[src/rtl/reg_share_if.sv]
// reg_share_if: requester/consumer bundle for the shared register arbiter.
interface reg_share_if #(
   parameter int N_REQ = 4,
   parameter int WIDTH = 8
);
   localparam int OW = $clog2(N_REQ);
   logic [N_REQ-1:0]       req;
   logic [N_REQ*WIDTH-1:0] data_in;
   logic [N_REQ-1:0]       grant;
   logic [N_REQ-1:0]       ack;
   logic [OW-1:0]          owner;
   logic                   busy;
   logic [WIDTH-1:0]       q;
   logic [WIDTH-1:0]       q_bar;
   modport master (output req, data_in, input grant, ack, owner, busy, q, q_bar);
   modport slave  (input req, data_in, output grant, ack, owner, busy, q, q_bar);
endinterface

[src/rtl/reg_share_arbiter.sv]
// reg_share_arbiter: round-robin ownership of a shared register with fixed hold time.
module reg_share_arbiter #(
   parameter int N_REQ       = 4,
   parameter int WIDTH       = 8,
   parameter int HOLD_CYCLES = 2
) (
   input  logic       clk,
   input  logic       rst,
   reg_share_if.slave bus
);
   localparam int OW = $clog2(N_REQ);
   localparam int CW = HOLD_CYCLES > 1 ? $clog2(HOLD_CYCLES) : 1;
   typedef enum logic {IDLE, HOLD} state_t;
   state_t           state, nxt_state;
   logic [N_REQ-1:0] grant, nxt_grant, ack, nxt_ack;
   logic [OW-1:0]    owner, nxt_owner, ptr, nxt_ptr, win;
   logic [CW-1:0]    cnt, nxt_cnt;
   logic [WIDTH-1:0] q, nxt_q;
   logic             found, arb, keep;
   // descending scan so the lowest offset from ptr is the final assignment
   always_comb begin
      found = 1'b0;
      win   = '0;
      for (int i = N_REQ - 1; i >= 0; i--) begin
         if (bus.req[(int'(ptr) + i) % N_REQ]) begin
            found = 1'b1;
            win   = OW'((int'(ptr) + i) % N_REQ);
         end
      end
   end
   always_comb begin
      arb       = found && (state == IDLE || cnt == '0);
      keep      = state == HOLD && cnt != '0;
      nxt_state = (arb || keep) ? HOLD : IDLE;
      nxt_grant = arb ? N_REQ'(1) << win : keep ? grant : '0;
      nxt_ack   = arb ? N_REQ'(1) << win : '0;
      nxt_owner = arb ? win : owner;
      nxt_ptr   = arb ? OW'((int'(win) + 1) % N_REQ) : ptr;
      nxt_q     = arb ? bus.data_in[int'(win)*WIDTH +: WIDTH] : q;
      nxt_cnt   = arb ? CW'(HOLD_CYCLES - 1) : keep ? cnt - 1'b1 : cnt;
   end
   always_ff @(posedge clk) begin
      if (rst) begin
         state <= IDLE;
         grant <= '0;
         ack   <= '0;
         owner <= '0;
         ptr   <= '0;
         cnt   <= '0;
         q     <= '0;
      end else begin
         state <= nxt_state;
         grant <= nxt_grant;
         ack   <= nxt_ack;
         owner <= nxt_owner;
         ptr   <= nxt_ptr;
         cnt   <= nxt_cnt;
         q     <= nxt_q;
      end
   end
   assign bus.grant = grant;
   assign bus.ack   = ack;
   assign bus.owner = owner;
   assign bus.busy  = |grant;
   assign bus.q     = q;
   assign bus.q_bar = ~q;
endmodule

[src/flat_wrapper.sv]
// flat-port wrapper written by rule: the top's interface ports become plain ports
module reg_share_arbiter_flat 
#(
   parameter int N_REQ       = 4,
   parameter int WIDTH       = 8,
   parameter int HOLD_CYCLES = 2
)
  (clk, rst, bus_req, bus_data_in, bus_grant, bus_ack, bus_owner, bus_busy, bus_q, bus_q_bar);
  reg_share_if #(.N_REQ(N_REQ), .WIDTH(WIDTH)) bus_i ();
  input  logic clk;
  input  logic rst;
  input wire logic [$bits(bus_i.req)-1:0] bus_req;
  input wire logic [$bits(bus_i.data_in)-1:0] bus_data_in;
  output wire logic [$bits(bus_i.grant)-1:0] bus_grant;
  output wire logic [$bits(bus_i.ack)-1:0] bus_ack;
  output wire logic [$bits(bus_i.owner)-1:0] bus_owner;
  output wire logic [$bits(bus_i.busy)-1:0] bus_busy;
  output wire logic [$bits(bus_i.q)-1:0] bus_q;
  output wire logic [$bits(bus_i.q_bar)-1:0] bus_q_bar;
  assign bus_i.req = bus_req;
  assign bus_i.data_in = bus_data_in;
  assign bus_grant = bus_i.grant;
  assign bus_ack = bus_i.ack;
  assign bus_owner = bus_i.owner;
  assign bus_busy = bus_i.busy;
  assign bus_q = bus_i.q;
  assign bus_q_bar = bus_i.q_bar;
  reg_share_arbiter #(.N_REQ(N_REQ), .WIDTH(WIDTH), .HOLD_CYCLES(HOLD_CYCLES)) u_core (.clk(clk), .rst(rst), .bus(bus_i));
endmodule
[config.mk]
export PLATFORM = sky130hd
export DESIGN_NAME = reg_share_arbiter_flat
export DESIGN_NICKNAME = d
export VERILOG_FILES = /design/src/rtl/reg_share_if.sv /design/src/rtl/reg_share_arbiter.sv /design/src/flat_wrapper.sv
export SDC_FILE = /design/constraint.sdc
export NUM_CORES = 1
export LEC_CHECK = 0
export ABC_CLOCK_PERIOD_IN_PS = 2050
export BUFFER_PORTS_ARGS = -buffer_cell sky130_fd_sc_hd__buf_4
export CAP_MARGIN = 5
export CORE_AREA = 3 3 58 60
export CTS_CLUSTER_SIZE = 12
export DETAILED_ROUTE_END_ITERATION = 10
export DIE_AREA = 0 0 61 63
export GPL_TIMING_DRIVEN = 1
export HOLD_SLACK_MARGIN = 0.12
export PLACE_DENSITY = 0.7
export SLEW_MARGIN = 10
export SYNTH_ARGS = -nofsm -noshare
export SYNTH_HDL_FRONTEND = slang
export SYNTH_SLANG_ARGS = --single-unit
[constraint.sdc]
create_clock -name clk -period 2.05 [get_ports clk]
set_clock_uncertainty 0.2 [all_clocks]
set_input_delay 0.205 -clock clk [delete_from_list [all_inputs] [get_ports clk]]
set_output_delay 0.205 -clock clk [all_outputs]
set_load 0.02 [all_outputs]
==> results of run 1 <==
## timing repair
action / 4_1_cts / 5_1_grt
gates resized for setup: 0 / 8
setup endpoints to repair: 0 / 10
endpoints found under the hold margin: 14 / 0
setup buffers: 0 / 0
hold buffers: 29 / 0
## layer usage
metal	wire length, um	vias to the layer above
met1	1529	595
met2	1867	39
met5	0	-
met4	74	0
li1	-	644
met3	191	8
## path summary, 6_finish.rpt
check	cells after the start	slack, ps	end	from
worst max-delay path	6	70	u_core.bus.q[1]$_SDFFE_PP0P_	u_core.ptr[0]$_SDFFE_PP0P_
worst min-delay path	4	170	u_core.cnt$_SDFFE_PP0P_	bus_req[2]
worst max register to register	6	70	u_core.bus.q[1]$_SDFFE_PP0P_	u_core.ptr[0]$_SDFFE_PP0P_
worst min register to register	2	280	u_core.bus.owner[0]$_SDFFE_PP0P_	u_core.bus.owner[0]$_SDFFE_PP0P_
## flip-flops by register name, summed over array words and instances, names as in the netlist
register          flops
u_core.cnt            1
u_core.bus.ack        4
u_core.ptr            2
u_core.bus.owner      2
u_core.bus.grant      4
u_core.state          1
u_core.bus.q          8
## cell usage after synthesis
| cell type | count |
|---|---|
| o32a_1 | 1 |
| buf_1 | 1 |
| o221ai_1 | 3 |
| and2_4 | 1 |
| o21ai_1 | 3 |
| a2111oi_2 | 4 |
| buf_2 | 3 |
| and2_0 | 1 |
| mux2i_1 | 11 |
| a21boi_0 | 1 |
| a21oi_1 | 4 |
| dfxtp_1 | 22 |
| buf_6 | 1 |
| nand2_1 | 13 |
| or3_1 | 3 |
| nor2_1 | 11 |
| a21o_1 | 5 |
| nor4_1 | 1 |
| or4_1 | 3 |
| xnor2_1 | 1 |
| a2111oi_0 | 1 |
| clkbuf_1 | 1 |
| inv_2 | 1 |
| nor2b_1 | 4 |
| or4b_4 | 1 |
| inv_1 | 8 |
| o21ai_0 | 1 |
| a21boi_1 | 5 |
| a211oi_1 | 8 |
## worst max-delay path, delay by kind of cell, from the launching register on
kind | cells | cell delay (ps)
compound gates | 1 | 230
flops | 1 | 360
simple gates | 3 | 810
mux | 1 | 120
buf+inv | 1 | 160
## cells by family (layout without fill, tap and decap cells)
group / after synthesis / after routing
flip-flops: 22 / 22
AND/OR/NAND/NOR: 38 / 38
multiplexers: 11 / 11
AO/OA/AOI/OAI: 36 / 36
buffers and inverters: 15 / 113
XOR/XNOR: 1 / 1
## through the flow
step | instances | area (um2) | total power [uW]
3_3_place_gp | 221 | 1647 | 1127
3_5_place_dp | 221 | 1647 | 1138
4_1_cts | 254 | 1989 | 1510
2_1_floorplan | 123 | 1106 | 881.3
5_1_grt | 254 | 2036 | 1618
6_report | 254 | 2036 | 1536
## power groups by stage
stage	logic [uW]	registers (uW)	clock network (uW)
3_3_place_gp	598	529	0
6_report	680	524	332
5_1_grt	730	532	356
4_1_cts	650	525	335
3_5_place_dp	604	534	0
2_1_floorplan	293	588	0
## layout make-up
type | instances | area share [%]
Timing Repair Buffer | 100 | 40.44
Inverter | 9 | 1.659
Sequential cell | 22 | 21.70
Multi-Input combinational cell | 86 | 31.59
Clock inverter | 1 | 1.475
Tap cell | 33 | 2.028
Clock buffer | 3 | 1.106
==> results.sh, run 1 <==
export IMPL_clkPwrFrac_pct=21.6
export IMPL_diodes=0
export IMPL_multi_input_area_um2=643.1
export IMPL_netlist_instances=123
export IMPL_cp_max_fo=9
export IMPL_drive_gt1_share_pct=39.37
export IMPL_first_iter_violations=28
export IMPL_area_growth_pct=84.05
export IMPL_antenna_found_initial=0
export IMPL_drv_slew=0
export IMPL_yosysUniqueCellTypes=29
export IMPL_grt_max_degree=17
export IMPL_use_met2_pct=35.03
export IMPL_grt_pass1_wl_um=5768
export IMPL_coreArea_um2=2978
export IMPL_post_route_period_util_pct=96.63
export IMPL_cts_sinks=22
export IMPL_switchingPower_uw=517.3
export IMPL_critPathRequiredTime_ps=2080
export IMPL_ys_seq_elements=22
export IMPL_mostFrequentLayoutCell="buf_4"
export IMPL_synthMuxAreaShare_pct=9.955
export IMPL_peakVddDrop_mv=0.5127
export IMPL_antenna_left=0
export IMPL_cts_max_path_buffers=2
export IMPL_switching_share_pct=33.68
export IMPL_finish_utilization_pct=68.36
export IMPL_grt_util_met1_pct=22.15
export IMPL_gr_total_overflow=0
export IMPL_layout_setup_ws_ps=69.13
export IMPL_insertion_delay_ps=310
export IMPL_crit_path_max_incr_delay_ps=530
export IMPL_p_int_uw=1019
export IMPL_drt_first_pass_iters=4
export IMPL_crit_chain="nor2b_1 -> or4b_4 -> and2_4 -> buf_4 -> mux2i_1 -> a211oi_2"
export IMPL_grt_pass1_vias=1284
export IMPL_pin_count=65
export IMPL_yosys_area_share_simple_pct=17.31
export IMPL_yosys_area_top_type="dfxtp_1"
export IMPL_hpwl_um=2502
export IMPL_slew_headroom_pct=53.46
export IMPL_cts_made_buffers=3
export IMPL_grtUsageTotal_pct=19.49
export IMPL_setup_viol=0
export IMPL_rsz0062_at_grt="yes"
export IMPL_worstSetupPathType="reg -> reg"
export IMPL_cp_arrival_ps=2010
export IMPL_synth_top_family_by_area="compound AO/OA/AOI/OAI gates"
export IMPL_route_detailed_drc=0
export IMPL_die_w_um=61
export IMPL_row_count=20
export IMPL_post_route_min_period_ps=1981
export IMPL_synth_compound_area_share_pct=26.02
export IMPL_start_kind="flop"
export IMPL_top_usage_layer="met2"
export IMPL_clk_pin_slew_worst_paths_ps=130
export IMPL_via_per_inst=5.063
export IMPL_max_freq_ghz=0.5048
export IMPL_die_h_um=63
export IMPL_slowest_stage="or4b_4"
export IMPL_routed_wl_um=3662
export IMPL_grtUsageMet3_pct=4.545
export IMPL_start_util_pct=37.14
export IMPL_cts_root_buf="clkbuf_4"
export IMPL_synth_top_area_share_pct=39.82
export IMPL_combPwrFrac_pct=44.3
export IMPL_synth_adder_area_share_pct=0
export IMPL_wl_per_cell_um=14.42
export IMPL_tightest_slew_ps=698.1
export IMPL_gp_congestion=0.7290
export IMPL_status="complete, no violations"
export IMPL_syn_nets=161
export IMPL_dieArea_um2=3843
export IMPL_synth_seq_area_share_pct=39.82
export IMPL_mostFrequentLayoutCells="buf_4, dlygate4sd3_1, dfxtp_1"
export IMPL_whs_ps=167.7
export IMPL_end_kind="flop"
export IMPL_synth_area_leaders="dfxtp_1, mux2i_1, a2111oi_2, a211oi_1, nand2_1"
export IMPL_seq_power_share_pct=34.1
export IMPL_p_per_area_nw_per_um2=754.6
export IMPL_detailedPlace_worstSlack_ps=-5.521
export IMPL_synth_xor_area_share_pct=0.7919
export IMPL_maxCapViolations=0
export IMPL_cts_max_level=1
export IMPL_p_leak_uw=0.0009430
export IMPL_num_vias=1286
export IMPL_cts_tree="done"
export IMPL_fin_nets=260
export IMPL_ys_warn_count=0
export IMPL_fillerInstances=230
export IMPL_hold_violations=0
export IMPL_synth_area_um2=1106
export IMPL_portBuffers=64
export IMPL_synth_avg_cell_area_um2=8.992
export IMPL_seq_area_um2=441.7
export IMPL_fin_setup_tns_ps=0
export IMPL_hp_class="in -> reg"
Note: power is estimated with default switching activity, not from simulation.
==> run 2, diff against run 1 <==
--- a/config.mk
+++ b/config.mk
@@ -15,6 +15,7 @@
 export GPL_TIMING_DRIVEN = 1
 export HOLD_SLACK_MARGIN = 0.12
 export PLACE_DENSITY = 0.7
+export RECOVER_POWER = 50
 export SLEW_MARGIN = 10
 export SYNTH_ARGS = -nofsm -noshare
 export SYNTH_HDL_FRONTEND = slang
==> run 2 against run 1 <==
Net effect:
- first-iteration DRC count grew 7.1%
- non-clock buffer count is the same
- hold slack gained 1.8 ps
- combinational power down 7.5%
- maximum frequency increased by 0.18%
- sequential power barely moved
- total power down 3.5%
- global-route usage unchanged
- wire length up 0.25%
- die area is the same
- register-to-register slack about the same
- clock power is essentially flat
- highest routed layer unchanged
==> results.sh, run 2 (same netlist as run 1, synthesis figures left out) <==
export IMPL_diodes=0
export IMPL_area_growth_pct=76.24
export IMPL_drive_gt1_share_pct=28.96
export IMPL_hp_class="in -> reg"
export IMPL_top_regs="u_core.bus.q (8), u_core.bus.ack (4), u_core.bus.grant (4)"
export IMPL_switching_share_pct=34.79
export IMPL_final_area_um2=1949
export IMPL_hpwl_um=2502
export IMPL_post_route_min_period_ps=1977
export IMPL_cts_max_level=1
export IMPL_fin_nets=260
export IMPL_die_h_um=63
export IMPL_row_count=20
export IMPL_grt_pass1_vias=1284
export IMPL_seq_power_share_pct=35.3
export IMPL_grt_max_degree=17
export IMPL_dp_cells=221
export IMPL_portBuffers=64
export IMPL_peakVddDrop_mv=0.4968
export IMPL_grt_pass1_wl_um=5768
export IMPL_gr_total_overflow=0
export IMPL_crit_path_max_incr_delay_ps=530
export IMPL_worstSetupPathType="reg -> reg"
export IMPL_antenna_found_initial=0
export IMPL_cts_made_buffers=3
export IMPL_start_kind="flop"
export IMPL_crit_chain="nor2b_1 -> or4b_4 -> and2_4 -> buf_4 -> mux2i_1 -> a211oi_2"
export IMPL_rsz0062_at_grt="yes"
export IMPL_slowest_stage="or4b_4"
export IMPL_critPathBufInv=1
export IMPL_finalPower_uw=1483
export IMPL_via_per_inst=5.063
export IMPL_insertion_delay_ps=310
export IMPL_dieArea_um2=3843
export IMPL_route_detailed_drc=0
export IMPL_cts_sinks=22
export IMPL_setup_viol=0
export IMPL_p_int_uw=966.8
export IMPL_antenna_left=0
export IMPL_fillerInstances=257
export IMPL_critPathRequiredTime_ps=2080
export IMPL_maxCapViolations=0
export IMPL_p_per_area_nw_per_um2=760.6
export IMPL_clk_pin_slew_worst_paths_ps=130
export IMPL_pin_count=65
export IMPL_wl_per_cell_um=14.45
export IMPL_gp_congestion=0.7290
export IMPL_die_w_um=61
export IMPL_num_vias=1286
export IMPL_p_leak_uw=0.0008531
export IMPL_placedInstanceArea_um2=1647
export IMPL_status="complete, no violations"
export IMPL_end_kind="flop"
export IMPL_clkPwrFrac_pct=22.3
export IMPL_cts_max_path_buffers=2
export IMPL_regMostFlops="u_core.bus.q"
export IMPL_hold_violations=0
export IMPL_mostFrequentLayoutCell="buf_4"
export IMPL_routed_wl_um=3671
export IMPL_tightest_slew_ps=746.8
export IMPL_start_util_pct=37.14
export IMPL_layout_setup_ws_ps=72.61
export IMPL_path_delay_family="simple AND/OR/NAND/NOR gates"
export IMPL_detailedPlace_worstSlack_ps=-5.521
export IMPL_coreArea_um2=2978
export IMPL_switchingPower_uw=515.8
export IMPL_drv_slew=0
export IMPL_max_freq_ghz=0.5057
export IMPL_mostFrequentLayoutCells="buf_4, dlygate4sd3_1, clkbuf_1"
export IMPL_cp_arrival_ps=2010
export IMPL_largest_reg_flops=8
export IMPL_cts_tree="done"
export IMPL_slew_headroom_pct=50.22
export IMPL_combPwrFrac_pct=42.4
export IMPL_grtUsageTotal_pct=19.49
export IMPL_first_iter_violations=30
export IMPL_layout_cells_non_filler=254
export IMPL_cts_root_buf="clkbuf_4"
export IMPL_drt_first_pass_iters=4
export IMPL_post_route_period_util_pct=96.46
export IMPL_cp_max_fo=9
-- run 2: path summary, 6_finish.rpt --
| kind | from | cells past startpoint | endpoint | slack [ps] |
|---|---|---|---|---|
| max | u_core.ptr[0]$_SDFFE_PP0P_ | 6 | u_core.bus.q[1]$_SDFFE_PP0P_ | 70 |
| min | bus_req[2] | 4 | u_core.cnt$_SDFFE_PP0P_ | 170 |
| max reg2reg | u_core.ptr[0]$_SDFFE_PP0P_ | 6 | u_core.bus.q[1]$_SDFFE_PP0P_ | 70 |
| min reg2reg | u_core.bus.owner[0]$_SDFFE_PP0P_ | 2 | u_core.bus.owner[0]$_SDFFE_PP0P_ | 280 |
-- run 2: worst min-delay path: cells and delay by family --
| kind | cells | cell delay [ps] |
|---|---|---|
| AO/OA/AOI/OAI | 1 | 170 |
| AND/OR/NAND/NOR | 2 | 160 |
| buffers and inverters | 1 | 90 |
-- run 2: what timing repair did --
action,4_1_cts,5_1_grt
setup endpoints to repair,0,10
hold buffers,29,0
buffers inserted,0,0
hold endpoints to repair,14,0
gates resized for setup,0,8
-- run 2: per-stage QoR --
stage / setup TNS, ps / hold slack (ps) / util (%)
3_5_place_dp: -9.254 / 261.5 / 55.29
6_report: 0 / 169.5 / 65.46
3_3_place_gp: 0 / 250.1 / 55.29
4_1_cts: 0 / 162.0 / 66.81
2_1_floorplan: 0 / 154.4 / -
5_1_grt: -15.03 / 215.4 / 65.46
-- run 2: layer usage --
metal  wire (um)  vias up  share of wire [%]  global-route usage [%]
li1            -      640                  -                       -
met1        1525      593                 42                   22.15
met2        1864       45                 51                   35.03
met3         207        8                5.6                   4.545
met4          74        0                2.0                   5.149
met5           0        -                  0                       0
-- run 2: cell type report --
class / count / area, um2 / area share (%)
Clock inverter: 1 / 30.03 / 1.540
Inverter: 9 / 33.78 / 1.733
Sequential cell: 22 / 441.7 / 22.66
Timing Repair Buffer: 100 / 737.0 / 37.80
Multi-Input combinational cell: 86 / 643.1 / 32.99
Tap cell: 33 / 41.29 / 2.118
Clock buffer: 3 / 22.52 / 1.155
-- run 2: power by group through the flow --
stage / clock network, uW / registers, uW / logic (uW)
detailed placement: 0 / 534 / 604
global route: 356 / 532 / 678
CTS: 335 / 525 / 650
floorplan: 0 / 588 / 293
global placement: 0 / 529 / 598
finish: 331 / 523 / 629
==> run 3, diff against run 2 <==
--- a/config.mk
+++ b/config.mk
@@ -5,13 +5,14 @@
 export SDC_FILE = /design/constraint.sdc
 export NUM_CORES = 1
 export LEC_CHECK = 0
+export ABC_AREA = 1
 export ABC_CLOCK_PERIOD_IN_PS = 2050
 export BUFFER_PORTS_ARGS = -buffer_cell sky130_fd_sc_hd__buf_4
 export CAP_MARGIN = 5
-export CORE_AREA = 3 3 58 60
+export CORE_AREA = 3 3 63 65
 export CTS_CLUSTER_SIZE = 12
 export DETAILED_ROUTE_END_ITERATION = 10
-export DIE_AREA = 0 0 61 63
+export DIE_AREA = 0 0 66 68
 export GPL_TIMING_DRIVEN = 1
 export HOLD_SLACK_MARGIN = 0.12
 export PLACE_DENSITY = 0.7
==> run 3 against run 2 <==
Net effect:
- setup slack gained 69 ps
- first-iteration DRC count increased by 73%
- sequential cell count did not move
- synthesized area up 28%
- non-clock buffer count up 3
- maximum frequency grew 3.6%
- sequential share of layout area down 3.0 points
- hold slack got worse by 45 ps
- combinational power increased to 4.1 times the previous value
- register-to-register slack improved by 70 ps
- cell count rose by 44%
- largest power group unchanged
==> results.sh, run 3 <==
export IMPL_setup_viol=0
export IMPL_cp_max_fo=8
export IMPL_ys_warn_count=0
export IMPL_dieArea_um2=4488
export IMPL_route_detailed_drc=0
export IMPL_drv_slew=0
export IMPL_critPathRequiredTime_ps=2100
export IMPL_cts_tree="done"
export IMPL_row_count=21
export IMPL_finish_utilization_pct=66.85
export IMPL_crit_path_max_incr_delay_ps=430
export IMPL_crit_path_frequent_cell="nor2_1"
export IMPL_clk_pin_slew_worst_paths_ps=140
export IMPL_crit_cells=13
export IMPL_area_growth_pct=59.98
export IMPL_ys_seq_elements=22
export IMPL_cp_arrival_ps=1960
export IMPL_end_kind="flop"
export IMPL_r2r_cells=13
export IMPL_peakVddDrop_mv=0.8555
export IMPL_antenna_found_initial=0
export IMPL_grt_pass1_vias=1636
export IMPL_post_route_min_period_ps=1909
export IMPL_critPathBufInv=3
export IMPL_rsz0062_at_grt="no"
export IMPL_maxCapViolations=0
export IMPL_cts_root_buf="clkbuf_4"
export IMPL_synth_top_cells_by_count="nand2_1, nor2_1, inv_1"
export IMPL_first_iter_violations=52
export IMPL_slowest_stage="dfxtp_4"
export IMPL_gr_total_overflow=0
export IMPL_timing_rr_end="u_core.bus.q[5]$_SDFFE_PP0P_"
export IMPL_worstSetupPathType="reg -> reg"
export IMPL_endpoint="u_core.bus.q[5]$_SDFFE_PP0P_"
export IMPL_synth_seq_area_share_pct=31.10
export IMPL_top_regs="u_core.bus.q (8), u_core.bus.ack (4), u_core.bus.grant (4)"
export IMPL_start_kind="flop"
export IMPL_synthArstFlopShare_pct=0
export IMPL_portBuffers=64
export IMPL_hold_violations=0
export IMPL_drive_gt1_share_pct=26.79
export IMPL_num_vias=1729
export IMPL_coreArea_um2=3390
export IMPL_cts_sinks=22
export IMPL_synth_edf_count=0
export IMPL_multi_input_area_um2=780.7
export IMPL_post_route_period_util_pct=93.10
export IMPL_dp_cells=331
export IMPL_synth_avg_cell_area_um2=6.438
export IMPL_startpoint="u_core.ptr[0]$_SDFFE_PP0P_"
export IMPL_max_freq_ghz=0.5239
export IMPL_insertion_delay_ps=300
export IMPL_seq_area_um2=445.4
export IMPL_reg2reg_from="u_core.ptr[0]$_SDFFE_PP0P_"
export IMPL_synth_area_leaders="dfxtp_1, nand2_1, nor2_1, inv_1, nand3_1"
export IMPL_cts_made_buffers=3
export IMPL_regMostFlops="u_core.bus.q"
export IMPL_yosys_area_top_type="dfxtp_1"
export IMPL_largest_reg_flops=8
export IMPL_whs_ps=124.2
export IMPL_synth_ff_type="dfxtp_1"
export IMPL_synth_top_area_share_pct=31.10
export IMPL_gp_congestion=0.7472
export IMPL_cts_max_level=1
export IMPL_hpwl_um=2752
export IMPL_slew_headroom_pct=74.44
export IMPL_pin_count=65
export IMPL_syn_nets=258
export IMPL_die_h_um=68
export IMPL_yosysUniqueCellTypes=25
export IMPL_netlist_instances=220
export IMPL_status="complete, no violations"
export IMPL_cts_max_path_buffers=2
export IMPL_synth_area_um2=1416
export IMPL_start_util_pct=41.79
export IMPL_path_delay_family="simple AND/OR/NAND/NOR gates"
export IMPL_grtUsageTotal_pct=19.52
export IMPL_grt_max_degree=29
export IMPL_fin_nets=360
export IMPL_drt_first_pass_iters=4
export IMPL_antenna_left=0
export IMPL_via_per_inst=4.711
export IMPL_tightest_slew_ps=383.0
export IMPL_layout_cells_non_filler=367
export IMPL_mostFrequentLayoutCell="buf_4"
export IMPL_hp_class="in -> reg"
export IMPL_yosysMostFrequentCell="nand2_1"
export IMPL_routed_wl_um=4363
export IMPL_crit_chain="inv_6 -> nand2_1 -> nand3_1 -> nand2_1 -> inv_1 -> nor2_1 -> nor2_2 -> nand2_4 -> buf_4 -> nand4_1 -> nand3_1 -> nor2_1 -> nor2_1"
export IMPL_p_leak_uw=0.001115
export IMPL_diodes=0
export IMPL_mostFrequentLayoutCells="buf_4, nand2_1, nor2_1"
export IMPL_p_per_area_nw_per_um2=1599
export IMPL_die_w_um=66
export IMPL_grt_pass1_wl_um=6941
export IMPL_reg2reg_slack_ps=140
export IMPL_fillerInstances=299
export IMPL_wl_per_cell_um=11.89
==> run 3: cell count changes in the layout (fill, tap and decap cells not counted), moves of 7 or more <==
cell / before / now
nand3_1: 0 / 21
nor2_1: 11 / 33
inv_1: 8 / 32
nor2_2: 0 / 10
mux2i_1: 11 / 0
a211oi_1: 7 / 0
nand4_1: 0 / 9
o21ai_0: 1 / 11
nand2_1: 12 / 48
==> run 3: stage by stage <==
step | total power (uW) | TNS [ps] | setup slack (ps) | area, um2
after floorplan | 2556 | 0 | 236.6 | 1416
after global placement | 3170 | 0 | 27.61 | 1957
after detailed placement | 3188 | -5.186 | -5.186 | 1957
after CTS | 3581 | 0 | 113.5 | 2301
after global routing | 3967 | 0 | 8.924 | 2266
final | 3623 | 0 | 141.4 | 2266
==> run 3: cells by family after synthesis <==
| group | synth area share [%] |
|---|---|
| buf+inv | 15.72 |
| flops | 31.10 |
| compound gates | 8.127 |
| simple gates | 45.05 |
==> run 3: cell type report <==
class / count / area share [%]
repair buffers: 103 / 34.24
flip-flops and latches: 22 / 19.66
clock buffers: 3 / 0.9939
repair inverters: 1 / 0.2209
inverters: 36 / 6.571
multi-input cells: 155 / 34.46
clock inverters: 1 / 1.325
well taps: 46 / 2.540
==> run 3: worst min path at each step <==
stage                         start                           end  slack, ps  cells past startpoint
floorplan                       rst    u_core.ptr[1]$_SDFFE_PP0P_         70                      1
global route        bus_data_in[14]  u_core.bus.q[6]$_SDFFE_PP0P_        180                      7
finish              bus_data_in[15]  u_core.bus.q[7]$_SDFFE_PP0P_        120                      7
global placement                rst  u_core.bus.ack[1]$_SDFF_PP0_        210                      2
detailed placement              rst    u_core.ptr[1]$_SDFFE_PP0P_        210                      2
CTS                 bus_data_in[11]  u_core.bus.q[3]$_SDFFE_PP0P_        120                      7
==> run 3: worst min-delay path, stage by stage <==
cell and delay (ps):
buf_4 110, inv_1 40, nand2_1 40, nand2_1 50, nor2_1 30, nor2_1 90, nor2_1 50
==> run 3: layer usage <==
metal,up-vias,GRT usage (%),part of all wire (%)
li1,892,-,-
met1,757,22.54,40
met2,74,36.42,51
met3,6,4.598,7.6
met4,0,4.569,1.0
met5,-,0,0
==> run 3: what timing repair did <==
action,4_1_cts,5_1_grt
resized for setup,1,7
buffers inserted,0,1
hold endpoints to repair,15,0
gates cloned,0,2
hold buffers,29,0
pin swaps,0,1
setup endpoints to repair,1,9
==> run 3: power breakdown <==
group | switching (uW) | total (uW) | internal [uW]
registers | 120 | 719 | 599
logic | 1640 | 2560 | 925
clock network | 143 | 341 | 198
